File: src/rtl/crop_pkg.sv
// Shared defaults, width helper and the output beat layout for the multi-window crop.
package crop_pkg;

  localparam int DEF_PIXEL_BIT_WIDTH = 8;
  localparam int DEF_CHANNELS        = 1;
  localparam int DEF_IN_ROWS         = 9;
  localparam int DEF_IN_COLS         = 9;
  localparam int DEF_OUT_ROWS        = 3;
  localparam int DEF_OUT_COLS        = 3;
  localparam int DEF_NUM_CROPS       = 2;
  localparam int DEF_FIFO_DEPTH      = 8;

  // Index width that never collapses to zero bits for a single entry.
  function automatic int idx_width(input int n);
    return (n > 1) ? $clog2(n) : 1;
  endfunction

  localparam int DEF_PW = DEF_CHANNELS * DEF_PIXEL_BIT_WIDTH;
  localparam int DEF_IW = idx_width(DEF_NUM_CROPS);

  typedef struct packed {
    logic [DEF_PW-1:0] pixel;
    logic [DEF_IW-1:0] idx;
    logic              last;
  } crop_beat_t;

endpackage

File: src/rtl/sync_fifo.sv
// Ready/valid FIFO; a push into a full FIFO is accepted when a pop happens in the same cycle.
module sync_fifo import crop_pkg::*; #(
  parameter int WIDTH = 8,
  parameter int DEPTH = 8
) (
  input  logic             clk,
  input  logic             rst,
  input  logic [WIDTH-1:0] in_data,
  input  logic             in_valid,
  output logic             in_ready,
  output logic [WIDTH-1:0] out_data,
  output logic             out_valid,
  input  logic             out_ready
);

  localparam int AW = idx_width(DEPTH);
  localparam logic [AW:0]   FULL_CNT = (AW+1)'(DEPTH);
  localparam logic [AW:0]   CNT_ONE  = (AW+1)'(1);
  localparam logic [AW-1:0] PTR_ONE  = AW'(1);

  logic [WIDTH-1:0] mem_q [DEPTH];
  logic [WIDTH-1:0] mem_d [DEPTH];
  logic [AW-1:0]    wr_ptr_q, wr_ptr_d, rd_ptr_q, rd_ptr_d;
  logic [AW:0]      count_q, count_d;
  logic             push, pop;

  always_comb begin
    out_valid = (count_q != '0);
    out_data  = out_valid ? mem_q[rd_ptr_q] : '0;
    pop       = out_valid && out_ready;
    in_ready  = (count_q != FULL_CNT) || pop;
    push      = in_valid && in_ready;
    mem_d     = mem_q;
    wr_ptr_d  = wr_ptr_q;
    rd_ptr_d  = rd_ptr_q;
    count_d   = count_q;
    if (push) begin
      mem_d[wr_ptr_q] = in_data;
      wr_ptr_d        = wr_ptr_q + PTR_ONE;
    end
    if (pop) rd_ptr_d = rd_ptr_q + PTR_ONE;
    case ({push, pop})
      2'b10:   count_d = count_q + CNT_ONE;
      2'b01:   count_d = count_q - CNT_ONE;
      default: count_d = count_q;
    endcase
  end

  always_ff @(posedge clk or posedge rst) begin
    if (rst) begin
      mem_q    <= '{default: '0};
      wr_ptr_q <= '0;
      rd_ptr_q <= '0;
      count_q  <= '0;
    end else begin
      mem_q    <= mem_d;
      wr_ptr_q <= wr_ptr_d;
      rd_ptr_q <= rd_ptr_d;
      count_q  <= count_d;
    end
  end

endmodule

File: src/rtl/multi_crop_fifo.sv
// Streaming multi-window crop: per-pixel hit mask against per-frame window origins, one FIFO
// beat per hit crop in ascending crop index.
module multi_crop_fifo import crop_pkg::*; #(
  parameter int PIXEL_BIT_WIDTH = DEF_PIXEL_BIT_WIDTH,
  parameter int CHANNELS        = DEF_CHANNELS,
  parameter int IN_ROWS         = DEF_IN_ROWS,
  parameter int IN_COLS         = DEF_IN_COLS,
  parameter int OUT_ROWS        = DEF_OUT_ROWS,
  parameter int OUT_COLS        = DEF_OUT_COLS,
  parameter int NUM_CROPS       = DEF_NUM_CROPS,
  parameter int FIFO_DEPTH      = DEF_FIFO_DEPTH,
  localparam int PW = CHANNELS * PIXEL_BIT_WIDTH,
  localparam int RW = $clog2(IN_ROWS),
  localparam int CW = $clog2(IN_COLS),
  localparam int IW = idx_width(NUM_CROPS)
) (
  input  logic                  clk,
  input  logic                  reset,
  input  logic [PW-1:0]         pixel_in,
  input  logic                  in_valid,
  output logic                  in_ready,
  input  logic [NUM_CROPS*RW-1:0] crop_y,
  input  logic [NUM_CROPS*CW-1:0] crop_x,
  output logic [PW-1:0]         pixel_out,
  output logic [IW-1:0]         out_crop_idx,
  output logic                  out_last,
  output logic                  out_valid,
  input  logic                  out_ready,
  output logic                  frame_done
);

  localparam int BW = PW + IW + 1;
  localparam logic [NUM_CROPS-1:0] MASK_ONE = NUM_CROPS'(1);

  logic [RW-1:0]           row_q, row_d;
  logic [CW-1:0]           col_q, col_d;
  logic [NUM_CROPS*RW-1:0] cy_q, cy_d, cy_eff;
  logic [NUM_CROPS*CW-1:0] cx_q, cx_d, cx_eff;
  logic [PW-1:0]           hold_pix_q, hold_pix_d;
  logic [NUM_CROPS-1:0]    hold_mask_q, hold_mask_d, hold_last_q, hold_last_d;
  logic [NUM_CROPS-1:0]    hit_mask, last_mask, sel;
  logic [IW-1:0]           sel_idx;
  logic                    run_q, run_d, frame_done_q, frame_done_d;
  logic                    frame_start, push_valid, push, accept, single_bit;
  logic                    fifo_in_ready;
  logic [BW-1:0]           fifo_in_data, fifo_out_data;
  int                      yk, xk, r, c;

  // Pixel (0,0) must already see the new origins, so it compares against the live inputs.
  always_comb begin
    frame_start = (row_q == '0) && (col_q == '0);
    cy_eff      = frame_start ? crop_y : cy_q;
    cx_eff      = frame_start ? crop_x : cx_q;
    hit_mask    = '0;
    last_mask   = '0;
    yk = 0;
    xk = 0;
    r  = int'(row_q);
    c  = int'(col_q);
    for (int k = 0; k < NUM_CROPS; k++) begin
      yk = int'(cy_eff[k*RW +: RW]);
      xk = int'(cx_eff[k*CW +: CW]);
      hit_mask[k]  = (yk + OUT_ROWS <= IN_ROWS) && (xk + OUT_COLS <= IN_COLS) &&
                     (r >= yk) && (r < yk + OUT_ROWS) && (c >= xk) && (c < xk + OUT_COLS);
      last_mask[k] = (r == yk + OUT_ROWS - 1) && (c == xk + OUT_COLS - 1);
    end
  end

  always_comb begin
    sel     = hold_mask_q & (~hold_mask_q + MASK_ONE);
    sel_idx = '0;
    for (int k = NUM_CROPS - 1; k >= 0; k--) begin
      if (hold_mask_q[k]) sel_idx = IW'(k);
    end
    push_valid   = (hold_mask_q != '0);
    single_bit   = ((hold_mask_q & (hold_mask_q - MASK_ONE)) == '0);
    push         = push_valid && fifo_in_ready;
    fifo_in_data = {hold_pix_q, sel_idx, |(sel & hold_last_q)};
    // An empty mask never occupies the hold stage, so non-hit pixels stream at full rate.
    in_ready     = run_q && (!push_valid || (single_bit && fifo_in_ready));
    accept       = in_valid && in_ready;

    run_d        = 1'b1;
    row_d        = row_q;
    col_d        = col_q;
    cy_d         = cy_q;
    cx_d         = cx_q;
    hold_pix_d   = hold_pix_q;
    hold_mask_d  = hold_mask_q;
    hold_last_d  = hold_last_q;
    frame_done_d = 1'b0;

    if (push) hold_mask_d = hold_mask_q & ~sel;
    if (accept) begin
      hold_pix_d  = pixel_in;
      hold_mask_d = hit_mask;
      hold_last_d = last_mask;
      if (frame_start) begin
        cy_d = crop_y;
        cx_d = crop_x;
      end
      if (col_q == CW'(IN_COLS - 1)) begin
        col_d = '0;
        if (row_q == RW'(IN_ROWS - 1)) begin
          row_d        = '0;
          frame_done_d = 1'b1;
        end else begin
          row_d = row_q + RW'(1);
        end
      end else begin
        col_d = col_q + CW'(1);
      end
    end
  end

  always_ff @(posedge clk or posedge reset) begin
    if (reset) begin
      run_q        <= 1'b0;
      row_q        <= '0;
      col_q        <= '0;
      cy_q         <= '0;
      cx_q         <= '0;
      hold_pix_q   <= '0;
      hold_mask_q  <= '0;
      hold_last_q  <= '0;
      frame_done_q <= 1'b0;
    end else begin
      run_q        <= run_d;
      row_q        <= row_d;
      col_q        <= col_d;
      cy_q         <= cy_d;
      cx_q         <= cx_d;
      hold_pix_q   <= hold_pix_d;
      hold_mask_q  <= hold_mask_d;
      hold_last_q  <= hold_last_d;
      frame_done_q <= frame_done_d;
    end
  end

  sync_fifo #(
    .WIDTH (BW),
    .DEPTH (FIFO_DEPTH)
  ) u_fifo (
    .clk       (clk),
    .rst       (reset),
    .in_data   (fifo_in_data),
    .in_valid  (push_valid),
    .in_ready  (fifo_in_ready),
    .out_data  (fifo_out_data),
    .out_valid (out_valid),
    .out_ready (out_ready)
  );

  assign {pixel_out, out_crop_idx, out_last} = fifo_out_data;
  assign frame_done = frame_done_q;

endmodule

File: config.mk
export PLATFORM = sky130hd
export DESIGN_NAME = multi_crop_fifo
export DESIGN_NICKNAME = d
export VERILOG_FILES = /design/src/rtl/crop_pkg.sv /design/src/rtl/sync_fifo.sv /design/src/rtl/multi_crop_fifo.sv
export SDC_FILE = /design/constraint.sdc
export NUM_CORES = 1
export LEC_CHECK = 0
export ABC_AREA = 1
export BUFFER_PORTS_ARGS = -buffer_cell sky130_fd_sc_hd__buf_4
export CAP_MARGIN = 15
export CORE_ASPECT_RATIO = 1.4
export CORE_MARGIN = 2
export CORE_UTILIZATION = 35
export DETAILED_ROUTE_END_ITERATION = 16
export PLACE_DENSITY = 0.59
export SETUP_SLACK_MARGIN = 0.5
export SYNTH_ARGS = -nofsm -noshare
export SYNTH_HDL_FRONTEND = slang
export SYNTH_SLANG_ARGS = --single-unit
File: constraint.sdc
create_clock -name clk -period 6.7 [get_ports clk]
set_input_delay 2.01 -clock clk [delete_from_list [all_inputs] [get_ports clk]]
set_output_delay 2.01 -clock clk [all_outputs]
set_load 0.05 [all_outputs]
==> insert_results.sql, run 1 <==
INSERT INTO impl_metrics (metric_group, metric, value, unit) VALUES
('die', 'area_inside_the_core_boundary', '21200', 'sq um'),
('power', 'power.density_cell_area', '492', 'nW/um^2'),
('final_layout', 'fill_cell_count', '2174', ''),
('sta', 'final.min_clock_period', '4.86', 'ns'),
('grt', 'grt_antenna_before_repair', '0', ''),
('run_status', 'outcome', 'completed', ''),
('critical_path', 'worst-path-buf-inv', '2', ''),
('die', 'die_area', '22900', 'sq um'),
('clocking', 'post_cts_hold_buffer_count', '0', ''),
('die', 'chipHeight', '178', 'um'),
('die', 'top_level_ports', '41', ''),
('synth', 'postSynthCellCount', '948', ''),
('grt', 'grt_pass1_vias', '6063', ''),
('synth', 'synth-edff-count', '0', ''),
('sta', 'final_hold_viol_count', '0', ''),
('detailed_routing', 'first_pass_iters', '5', ''),
('grt', 'grt_overflow', '0', ''),
('synth', 'ys_async_sr_fraction', '100', '%'),
('critical_path', 'critical_path.slowest_cell', 'a21boi_1', ''),
('synth', 'yosys.cell_types.count', '42', ''),
('grt', 'groute.usage.overall', '17.1', '%'),
('placed_design', 'port_buffers', '40', ''),
('final_layout', 'areaGrowthSynthToFinish', '14.0', '%'),
('sta', 'fin_skew', '0.00806', 'ns'),
('sta', 'fin_tns_setup', '0', 'ns'),
('synth', 'synth_sequential_area_ratio', '42.2', '%'),
('synth', 'netlist_area', '7580', 'sq um'),
('placed_design', 'place_congestion', '0.816', ''),
('final_layout', 'mostFrequentLayoutCell', 'nand2_1', ''),
('clocking', 'cts_sinks', '128', ''),
('clocking', 'clockRootBuffer', 'clkbuf_16', ''),
('critical_path', 'cp_cell_sequence', 'buf_4, nor2_1, nand3_1, nand2_1, a21boi_1, buf_4', ''),
('final_layout', 'layout_common_cells', '200 x nand2_1, 173 x o21ai_0, 128 x dfrtp_1', ''),
('critical_path', 'data_required_time_at_the_worst_endpoint', '4.69', 'ns'),
('power', 'design_power_total', '4.25', 'mW'),
('detailed_routing', 'route.detailed.wl_per_inst', '14.8', 'um'),
('sta', 'worst_margin_slew', '1.02', 'ns'),
('power', 'p_leak', '4.13', 'nW'),
('placed_design', 'detailedPlacementHpwl', '12.4', 'mm'),
('clocking', 'post_cts.resized_instances', '0', ''),
('detailed_routing', 'avgViaCountPerCell', '4.96', ''),
('critical_path', 'category_of_the_worst_setup_path_launch_point', 'input port', ''),
('synth', 'ys_seq_elements', '128', ''),
('detailed_routing', 'routed_wl', '18.3', 'mm'),
('detailed_routing', 'post-route-drc-count', '0', ''),
('sta', 'max-slew-margin-rel', '32.0', '%'),
('synth', 'post_synth.cell_area_avg', '8.00', 'sq um'),
('sta', 'holdWs', '0.479', 'ns'),
('final_layout', 'final_design_area_no_fill', '8640', 'sq um'),
('detailed_routing', 'route.vias.total', '6138', ''),
('critical_path', 'critPathMostFrequentCell', 'buf_4', ''),
('clocking', 'cts_tree', 'done', ''),
('placed_design', 'placed_area', '8030', 'sq um'),
('clocking', 'clk_transition_reported_paths', '0.05', 'ns'),
('clocking', 'cts_max_path_buffers', '2', ''),
('clocking', 'number_of_buffers_inserted_during_clock_tree_synthesis', '17', ''),
('critical_path', 'critical_path.endpoint_type', 'primary output', ''),
('die', 'die-width', '128', 'um'),
('die', 'row_count', '63', ''),
('sta', 'report.final.slew_viol_count', '0', ''),
('critical_path', 'worst_endpoint_data_arrival_time', '2.85', 'ns'),
('sta', 'max_clock_freq', '206', 'MHz'),
('critical_path', 'cpLargestDelayFamily', 'buffers and inverters', ''),
('detailed_routing', 'postRouteAntennaNets', '0', ''),
('synth', 'synth_warnings', '0', ''),
('synth', 'synth_nets', '1023', ''),
('final_layout', 'num_antenna_cells', '0', ''),
('grt', 'grt_max_degree', '54', ''),
('sta', 'rsz_0062_raised_after_global_routing', 'false', ''),
('critical_path', 'critPathMaxStageDelay', '0.29', 'ns'),
('flow_run', 'maxCapViolCount', '0', '');
==> cell families after synthesis <==
family | after synthesis | synth area share, %
AND/OR/NAND/NOR | 406 | 25.4
flip-flops | 128 | 42.2
other | 1 | 0.0494
AO/OA/AOI/OAI | 217 | 15.3
adder cells (fa/ha/maj) | 47 | 7.85
buffers and inverters | 132 | 7.16
XOR/XNOR | 17 | 1.96
==> Yosys cell counts, types with 2 or more instances <==
library cell	instances	area (sq um)
o21ai_4	3	48.8
o21ai_1	4	20.0
o22ai_1	10	62.6
clkbuf_1	34	128
nand3b_2	2	22.5
buf_2	2	10.0
nand4_1	9	56.3
inv_2	14	52.6
buf_6	5	56.3
nand2_4	15	169
a211oi_1	2	15.0
inv_1	72	270
nand3_1	41	205
nor3_1	4	20.0
a31oi_1	10	62.6
nor4_1	2	12.5
nand2_2	27	169
nor2_1	87	327
o21ai_2	2	17.5
xnor2_1	4	35.0
dfrtp_1	128	3200
nand3_2	12	120
ha_1	46	576
o21ai_0	173	866
nand2_1	200	751
a21oi_1	11	55.1
xor2_1	13	114
buf_1	2	7.51
==> state kept, by name (all words and copies together), names as in the netlist, 2 cells and up <==
signal           cells
u_fifo.mem_q        80
cx_q                 8
cy_q                 8
hold_pix_q           8
col_q                4
row_q                4
u_fifo.count_q       4
u_fifo.rd_ptr_q      3
u_fifo.wr_ptr_q      3
hold_last_q          2
hold_mask_q          2
==> final cells by class <==
type	count	area, sq um	area share, %
sequential	128	3200	37.1
tap	260	325	3.76
multi-input combinational	688	3840	44.4
clock inverter	7	138	1.59
timing repair buffer	45	358	4.14
clock buffer	22	444	5.14
inverter	88	337	3.89
==> tightest hold or removal path: cells and delay by family (launching register included) <==
family	cells	cell delay, ns
AND/OR/NAND/NOR	1	0.05
flip-flops	1	0.33
AO/OA/AOI/OAI	1	0.06
==> through the flow <==
stage | worst slack, ns | cells | util, %
detailed placement | 1.81 | 1208 | 37.9
global route | 1.65 | 1238 | 40.8
floorplan | 1.28 | 948 | -
global placement | 1.81 | 1208 | 37.9
CTS | 1.81 | 1237 | 40.6
finish | 1.84 | 1238 | 40.8
==> layer usage <==
| metal | GRT usage [%] | part of all wire [%] |
|---|---|---|
| met2 | 30.7 | 52 |
| met1 | 20.6 | 44 |
| met5 | 0 | 0 |
| met4 | 5.27 | 1.5 |
| met3 | 3.09 | 2.3 |
==> report_power, final <==
group | internal [mW] | switching [mW]
clock network | 0.614 | 0.328
registers | 1.01 | 0.200
logic | 0.728 | 1.37
==> path summary, 6_finish.rpt <==
path | depth (start not counted) | slack, ns | start | to
max | 6 | 1.84 | out_ready | in_ready
min | 2 | 0.48 | u_fifo.mem_q[22]$_DFFE_PP0P_ | u_fifo.mem_q[22]$_DFFE_PP0P_
max reg2reg | 20 | 2.70 | row_q[0]$_DFFE_PP0P_ | hold_mask_q[0]$_DFFE_PP0P_
min reg2reg | 2 | 0.48 | u_fifo.mem_q[22]$_DFFE_PP0P_ | u_fifo.mem_q[22]$_DFFE_PP0P_
max in group asynchronous | 3 | 3.89 | reset | u_fifo.mem_q[67]$_DFFE_PP0P_
min in group asynchronous | 2 | 1.70 | reset | cx_q[0]$_DFFE_PP0P_
(Power assumes the default switching activity.)
==> inputs of run 2 (changes only) <==
Clock period 6.7 ns to 4.9 ns, I/O delays scaled along.
==> run 2 against run 1 <==
Net effect:
- global-route usage increased by 0.33 points
- total power increased by 38%
- critical path depth up 1
- via count up 2.2%
- core utilization rose by 0.18 points
- clock skew rose by 0.0021 ns
- routed wire length rose by 2.8%
- flip-flop and latch count unchanged
- clock-buffer cell count shrank 4
- first-iteration DRC count increased by 26%
- worst setup slack got worse by 0.86 ns
- design area up 0.45%
==> insert_results.sql, run 2 (same netlist as run 1, synthesis figures left out) <==
INSERT INTO impl_metrics (metric_group, metric, value, unit) VALUES
('run_status', 'outcome', 'completed', ''),
('grt', 'grt_antenna_before_repair', '0', ''),
('grt', 'groute.usage.overall', '17.4', '%'),
('clocking', 'number_of_buffers_inserted_during_clock_tree_synthesis', '17', ''),
('placed_design', 'detailedPlacementHpwl', '12.9', 'mm'),
('critical_path', 'critical_path.endpoint_type', 'primary output', ''),
('sta', 'fin_tns_setup', '0', 'ns'),
('critical_path', 'cp_cell_sequence', 'inv_1, buf_4, o21ai_0, o22ai_1, o21ai_0, a31oi_1, buf_4', ''),
('power', 'power.density_cell_area', '674', 'nW/um^2'),
('clocking', 'cts_setup_buffers', '0', ''),
('placed_design', 'port_buffers', '40', ''),
('clocking', 'cts_sinks', '128', ''),
('power', 'max-vdd-ir-drop', '353', 'uV'),
('die', 'row_count', '63', ''),
('grt', 'wire_length_of_the_first_global_routing_pass', '31.5', 'mm'),
('detailed_routing', 'avgViaCountPerCell', '5.04', ''),
('detailed_routing', 'route.vias.total', '6274', ''),
('clocking', 'clockRootBuffer', 'clkbuf_16', ''),
('clocking', 'clock_latency', '0.43', 'ns'),
('critical_path', 'cpLargestDelayFamily', 'buffers and inverters', ''),
('clocking', 'cts.htree.levels', '4', ''),
('critical_path', 'critPathMaxStageDelay', '0.45', 'ns'),
('detailed_routing', 'initialDrtViolationCount', '418', ''),
('final_layout', 'layout_common_cells', '200 x nand2_1, 173 x o21ai_0, 128 x dfrtp_1', ''),
('final_layout', 'registers.top_by_ff_count', 'u_fifo.mem_q', ''),
('die', 'start_util', '35.8', '%'),
('sta', 'max-slew-margin-rel', '37.6', '%'),
('final_layout', 'largest_register_ff_count', '80', ''),
('detailed_routing', 'route.detailed.wl_per_inst', '15.2', 'um'),
('sta', 'final.min_clock_period', '3.92', 'ns'),
('sta', 'period_share', '80.0', '%'),
('clocking', 'clk_transition_reported_paths', '0.06', 'ns'),
('die', 'chipHeight', '178', 'um'),
('critical_path', 'worst-path-buf-inv', '3', ''),
('final_layout', 'mostFrequentLayoutCell', 'nand2_1', ''),
('clocking', 'cts_tree', 'done', ''),
('clocking', 'post_cts_hold_buffer_count', '0', ''),
('die', 'die-width', '128', 'um'),
('critical_path', 'category_of_the_worst_setup_path_launch_point', 'flop', ''),
('sta', 'holdWs', '0.478', 'ns'),
('grt', 'grt_overflow', '0', ''),
('detailed_routing', 'post-route-drc-count', '0', ''),
('grt', 'grt_pass1_vias', '6202', ''),
('final_layout', 'drive_above_1_share', '16.5', '%'),
('grt', 'grt_max_degree', '129', ''),
('hold_path', 'class_of_the_most_critical_hold_timing_path', 'flop to flop', ''),
('critical_path', 'crit_type', 'flop to primary output', ''),
('sta', 'final_hold_viol_count', '0', ''),
('critical_path', 'critical_path.slowest_cell', 'inv_1', ''),
('flow_run', 'maxCapViolCount', '0', ''),
('sta', 'setup-violations-final', '0', ''),
('critical_path', 'data_required_time_at_the_worst_endpoint', '3.43', 'ns'),
('final_layout', 'fill_cell_count', '2186', ''),
('final_layout', 'num_antenna_cells', '0', ''),
('final_layout', 'nets', '1046', ''),
('sta', 'fin_skew', '0.0102', 'ns'),
('sta', 'report.final.slew_viol_count', '0', ''),
('clocking', 'cts_max_path_buffers', '2', ''),
('sta', 'worst_margin_slew', '0.934', 'ns'),
('critical_path', 'crit_fanout', '22', ''),
('die', 'top_level_ports', '41', ''),
('die', 'area_inside_the_core_boundary', '21200', 'sq um'),
('power', 'p_leak', '4.14', 'nW'),
('final_layout', 'areaGrowthSynthToFinish', '14.5', '%'),
('detailed_routing', 'postRouteAntennaNets', '0', ''),
('detailed_routing', 'routed_wl', '18.9', 'mm'),
('sta', 'rsz_0062_raised_after_global_routing', 'false', ''),
('detailed_routing', 'first_pass_iters', '5', ''),
('sta', 'max_clock_freq', '255', 'MHz'),
('die', 'die_area', '22900', 'sq um'),
('placed_design', 'place_congestion', '0.889', ''),
('clocking', 'post_cts.resized_instances', '0', ''),
('critical_path', 'worst_endpoint_data_arrival_time', '2.45', 'ns');
==> run 2: cell types whose count changed in the layout (fill, tap and decap cells not counted) <==
cell | previous run | this run
inv_6 | 0 | 1
buf_12 | 0 | 1
clkbuf_1 | 5 | 0
clkinvlp_4 | 1 | 6
clkinv_4 | 0 | 1
clkinv_2 | 3 | 5
inv_4 | 2 | 1
bufinv_16 | 4 | 3
buf_16 | 1 | 0
buf_4 | 44 | 47
clkbuf_8 | 0 | 1
==> run 2: cell type report <==
class / instances / area [sq um] / share of cell area, %
inverter: 88 / 338 / 3.89
clock buffer: 18 / 439 / 5.06
timing repair buffer: 48 / 373 / 4.29
multi-input combinational: 688 / 3840 / 44.2
sequential: 128 / 3200 / 36.9
tap: 260 / 325 / 3.75
clock inverter: 14 / 165 / 1.90
==> run 2: metrics by stage <==
step                power, mW  instances  utilization, %  worst slack, ns  instance area [sq um]
global placement         4.53       1212            38.1             1.26                   8080
finish                   5.85       1244            40.9            0.978                   8680
floorplan                3.85        948               -             1.02                   7590
CTS                      5.90       1244            40.9            0.961                   8680
detailed placement       4.57       1212            38.1             1.27                   8080
global route             6.37       1244            40.9            0.851                   8680
==> run 2: path summary, 6_finish.rpt <==
check | startpoint | endpoint | slack (ns) | cells after the start
setup reg to reg | row_q[0]$_DFFE_PP0P_ | hold_mask_q[0]$_DFFE_PP0P_ | 1.47 | 21
max in group asynchronous | reset | row_q[1]$_DFFE_PP0P_ | 3.11 | 3
min in group asynchronous | reset | u_fifo.mem_q[71]$_DFFE_PP0P_ | 1.24 | 3
setup / recovery | u_fifo.rd_ptr_q[0]$_DFFE_PP0P_ | pixel_out[6] | 0.98 | 7
hold reg to reg | u_fifo.mem_q[28]$_DFFE_PP0P_ | u_fifo.mem_q[28]$_DFFE_PP0P_ | 0.48 | 2
hold / removal | u_fifo.mem_q[28]$_DFFE_PP0P_ | u_fifo.mem_q[28]$_DFFE_PP0P_ | 0.48 | 2
==> run 2: worst reg2reg max path: cells and delay by family, from the launching register on <==
family,cells,cell delay (ns)
AO/OA/AOI/OAI,4,0.46
adder cells (fa/ha/maj),2,0.46
buffers and inverters,5,0.53
flip-flops,1,0.39
AND/OR/NAND/NOR,10,1.49
==> run 2: where the power goes <==
group          leakage [nW]  switching, mW  internal [mW]  total [mW]
clock network         0.284          0.491          0.810        1.30
logic                  2.15           1.92          0.988        2.91
registers              1.70          0.261           1.38        1.64
==> run 2: metal layers <==
layer | GRT usage, % | wire [um]
met1 | 21.5 | 8470
met2 | 31.2 | 9550
met3 | 2.94 | 597
met4 | 4.72 | 243
met5 | 0 | 0
==> inputs of run 3 (changes only) <==
Settings changed: PLACE_DENSITY 0.59 to 0.6.
Clock period 4.9 ns to 3.25 ns, I/O delays scaled along.
==> run 3 against run 2 <==
Net effect:
- total power is 77% higher
- register-to-register slack worse by 0.93 ns
- routed wire length is 5.0% higher
- critical path type unchanged
- largest power group unchanged
==> insert_results.sql, run 3 (same netlist as run 1, synthesis figures left out) <==
INSERT INTO impl_metrics (metric_group, metric, value, unit) VALUES
('run_status', 'outcome', 'completed', ''),
('critical_path', 'setup_slack_on_the_worst_flop_to_flop_path', '0.54', 'ns'),
('clocking', 'cts_sinks', '128', ''),
('sta', 'fin_tns_setup', '0', 'ns'),
('sta', 'setup-violations-final', '0', ''),
('die', 'chipHeight', '178', 'um'),
('final_layout', 'registers.top_by_ff_count', 'u_fifo.mem_q', ''),
('detailed_routing', 'postRouteAntennaNets', '0', ''),
('critical_path', 'crit_fanout', '10', ''),
('sta', 'final_hold_viol_count', '0', ''),
('die', 'area_inside_the_core_boundary', '21200', 'sq um'),
('final_layout', 'final_design_area_no_fill', '9780', 'sq um'),
('sta', 'rsz_0062_raised_after_global_routing', 'true', ''),
('placed_design', 'preCtsSetupSlack', '0.284', 'ns'),
('detailed_routing', 'routed_wl', '19.8', 'mm'),
('critical_path', 'critical_path.endpoint_type', 'primary output', ''),
('detailed_routing', 'route.detailed.wl_per_inst', '15.1', 'um'),
('placed_design', 'port_buffers', '40', ''),
('power', 'net-switching-power', '4.51', 'mW'),
('sta', 'period_share', '88.9', '%'),
('sta', 'worst_slack', '0.359', 'ns'),
('critical_path', 'worst_endpoint_data_arrival_time', '1.92', 'ns'),
('grt', 'grt_overflow', '0', ''),
('die', 'row_count', '63', ''),
('clocking', 'post_cts_hold_buffer_count', '0', ''),
('critical_path', 'data_required_time_at_the_worst_endpoint', '2.27', 'ns'),
('placed_design', 'detailedPlacementHpwl', '13.1', 'mm'),
('die', 'die_area', '22900', 'sq um'),
('die', 'top_level_ports', '41', ''),
('final_layout', 'drive_above_1_share', '27.3', '%'),
('power', 'seq_power_share', '23.5', '%'),
('detailed_routing', 'initialDrtViolationCount', '356', ''),
('sta', 'fin_skew', '0.00762', 'ns'),
('clocking', 'number_of_buffers_inserted_during_clock_tree_synthesis', '17', ''),
('clocking', 'clockRootBuffer', 'clkbuf_16', ''),
('final_layout', 'instances_no_fill', '1313', ''),
('power', 'power_report.internal_total', '5.85', 'mW'),
('hold_path', 'class_of_the_most_critical_hold_timing_path', 'flop to flop', ''),
('final_layout', 'mostFrequentLayoutCell', 'nand2_1', ''),
('critical_path', 'crit_type', 'flop to primary output', ''),
('placed_design', 'placed_area', '8330', 'sq um'),
('clocking', 'cts_max_path_buffers', '2', ''),
('flow_run', 'maxCapViolCount', '0', ''),
('critical_path', 'category_of_the_worst_setup_path_launch_point', 'flop', ''),
('grt', 'wire_length_of_the_first_global_routing_pass', '32.7', 'mm'),
('final_layout', 'num_antenna_cells', '0', ''),
('die', 'start_util', '35.8', '%'),
('clocking', 'clock_latency', '0.41', 'ns'),
('final_layout', 'nets', '1115', ''),
('detailed_routing', 'route.vias.total', '6582', ''),
('detailed_routing', 'avgViaCountPerCell', '5.01', ''),
('power', 'clock_power_share', '19.4', '%'),
('placed_design', 'place_congestion', '0.840', ''),
('grt', 'grt_pass1_vias', '6601', ''),
('sta', 'final.min_clock_period', '2.89', 'ns'),
('final_layout', 'fill_cell_count', '2059', ''),
('final_layout', 'layout_common_cells', '196 x nand2_1, 139 x o21ai_0, 125 x dfrtp_1', ''),
('power', 'comb_power_share', '57.1', '%'),
('grt', 'grt_antenna_before_repair', '0', ''),
('clocking', 'cts.htree.levels', '4', ''),
('power', 'power.density_cell_area', '1060', 'nW/um^2'),
('sta', 'holdWs', '0.478', 'ns'),
('power', 'p_leak', '4.62', 'nW'),
('power', 'swShare', '43.5', '%'),
('clocking', 'cts_tree', 'done', ''),
('die', 'die-width', '128', 'um'),
('detailed_routing', 'first_pass_iters', '5', ''),
('detailed_routing', 'post-route-drc-count', '0', ''),
('sta', 'report.final.slew_viol_count', '0', ''),
('clocking', 'clk_transition_reported_paths', '0.06', 'ns'),
('final_layout', 'areaGrowthSynthToFinish', '29.0', '%'),
('grt', 'groute.usage.overall', '18.2', '%'),
('power', 'max-vdd-ir-drop', '493', 'uV'),
('sta', 'max_clock_freq', '346', 'MHz'),
('placed_design', 'numPlacedInstances', '1235', ''),
('final_layout', 'largest_register_ff_count', '80', ''),
('grt', 'grt_max_degree', '71', '');
## run 3: layout make-up
| type | count | area, sq um | share of cell area [%] |
|---|---|---|---|
| clock buffers | 18 | 429 | 4.39 |
| clock inverters | 14 | 189 | 1.93 |
| inverters | 88 | 350 | 3.58 |
| multi-input cells | 688 | 4100 | 41.9 |
| flip-flops and latches | 128 | 3210 | 32.8 |
| well taps | 260 | 325 | 3.32 |
| repair buffers | 117 | 1190 | 12.1 |
## run 3: through the flow
stage	utilization [%]	total power [mW]
2_1_floorplan	-	5.90
3_3_place_gp	39.3	7.04
3_5_place_dp	39.3	7.11
4_1_cts	44.7	10.0
5_1_grt	46.1	11.2
6_report	46.1	10.4
## run 3: repair_timing
action / 4_1_cts / 5_1_grt
setup buffers: 17 / 23
resized for setup: 77 / 47
pin swaps: 24 / 27
gates cloned: 6 / 0
setup endpoints to repair: 13 / 15
## run 3: layer usage
layer	vias up	global-route usage (%)	routed length, um
met5	-	0	0
met4	0	7.01	514
met3	35	3.15	632
met2	146	33.4	10400
met1	3096	20.8	8240
li1	3305	-	-
## run 3: path summary, 6_finish.rpt
path / startpoint / endpoint / depth (start not counted)
max: u_fifo.rd_ptr_q[0]$_DFFE_PP0P_ / pixel_out[7] / 7
min: hold_last_q[1]$_DFFE_PP0P_ / hold_last_q[1]$_DFFE_PP0P_ / 2
max reg2reg: col_q[0]$_DFFE_PP0P_ / hold_mask_q[0]$_DFFE_PP0P_ / 20
min reg2reg: hold_last_q[1]$_DFFE_PP0P_ / hold_last_q[1]$_DFFE_PP0P_ / 2
max in group asynchronous: reset / col_q[3]$_DFFE_PP0P_ / 3
min in group asynchronous: reset / cx_q[4]$_DFFE_PP0P_ / 2
## run 3: worst max-delay path, stage by stage, from the launching register on
cell and delay, ns:
dfrtp_2 0.43, buf_8 0.16, buf_16 0.15, o21ai_0 0.22
o22ai_2 0.13, o21ai_1 0.18, a31oi_2 0.06, buf_6 0.16
## run 3: power by group through the flow
stage	Sequential [mW]	Combinational, mW	Clock, mW
6_report	2.44	5.91	2.01
4_1_cts	2.42	5.53	2.04
2_1_floorplan	2.36	3.54	0
3_3_place_gp	2.41	4.63	0
5_1_grt	2.50	6.59	2.11
3_5_place_dp	2.43	4.68	0
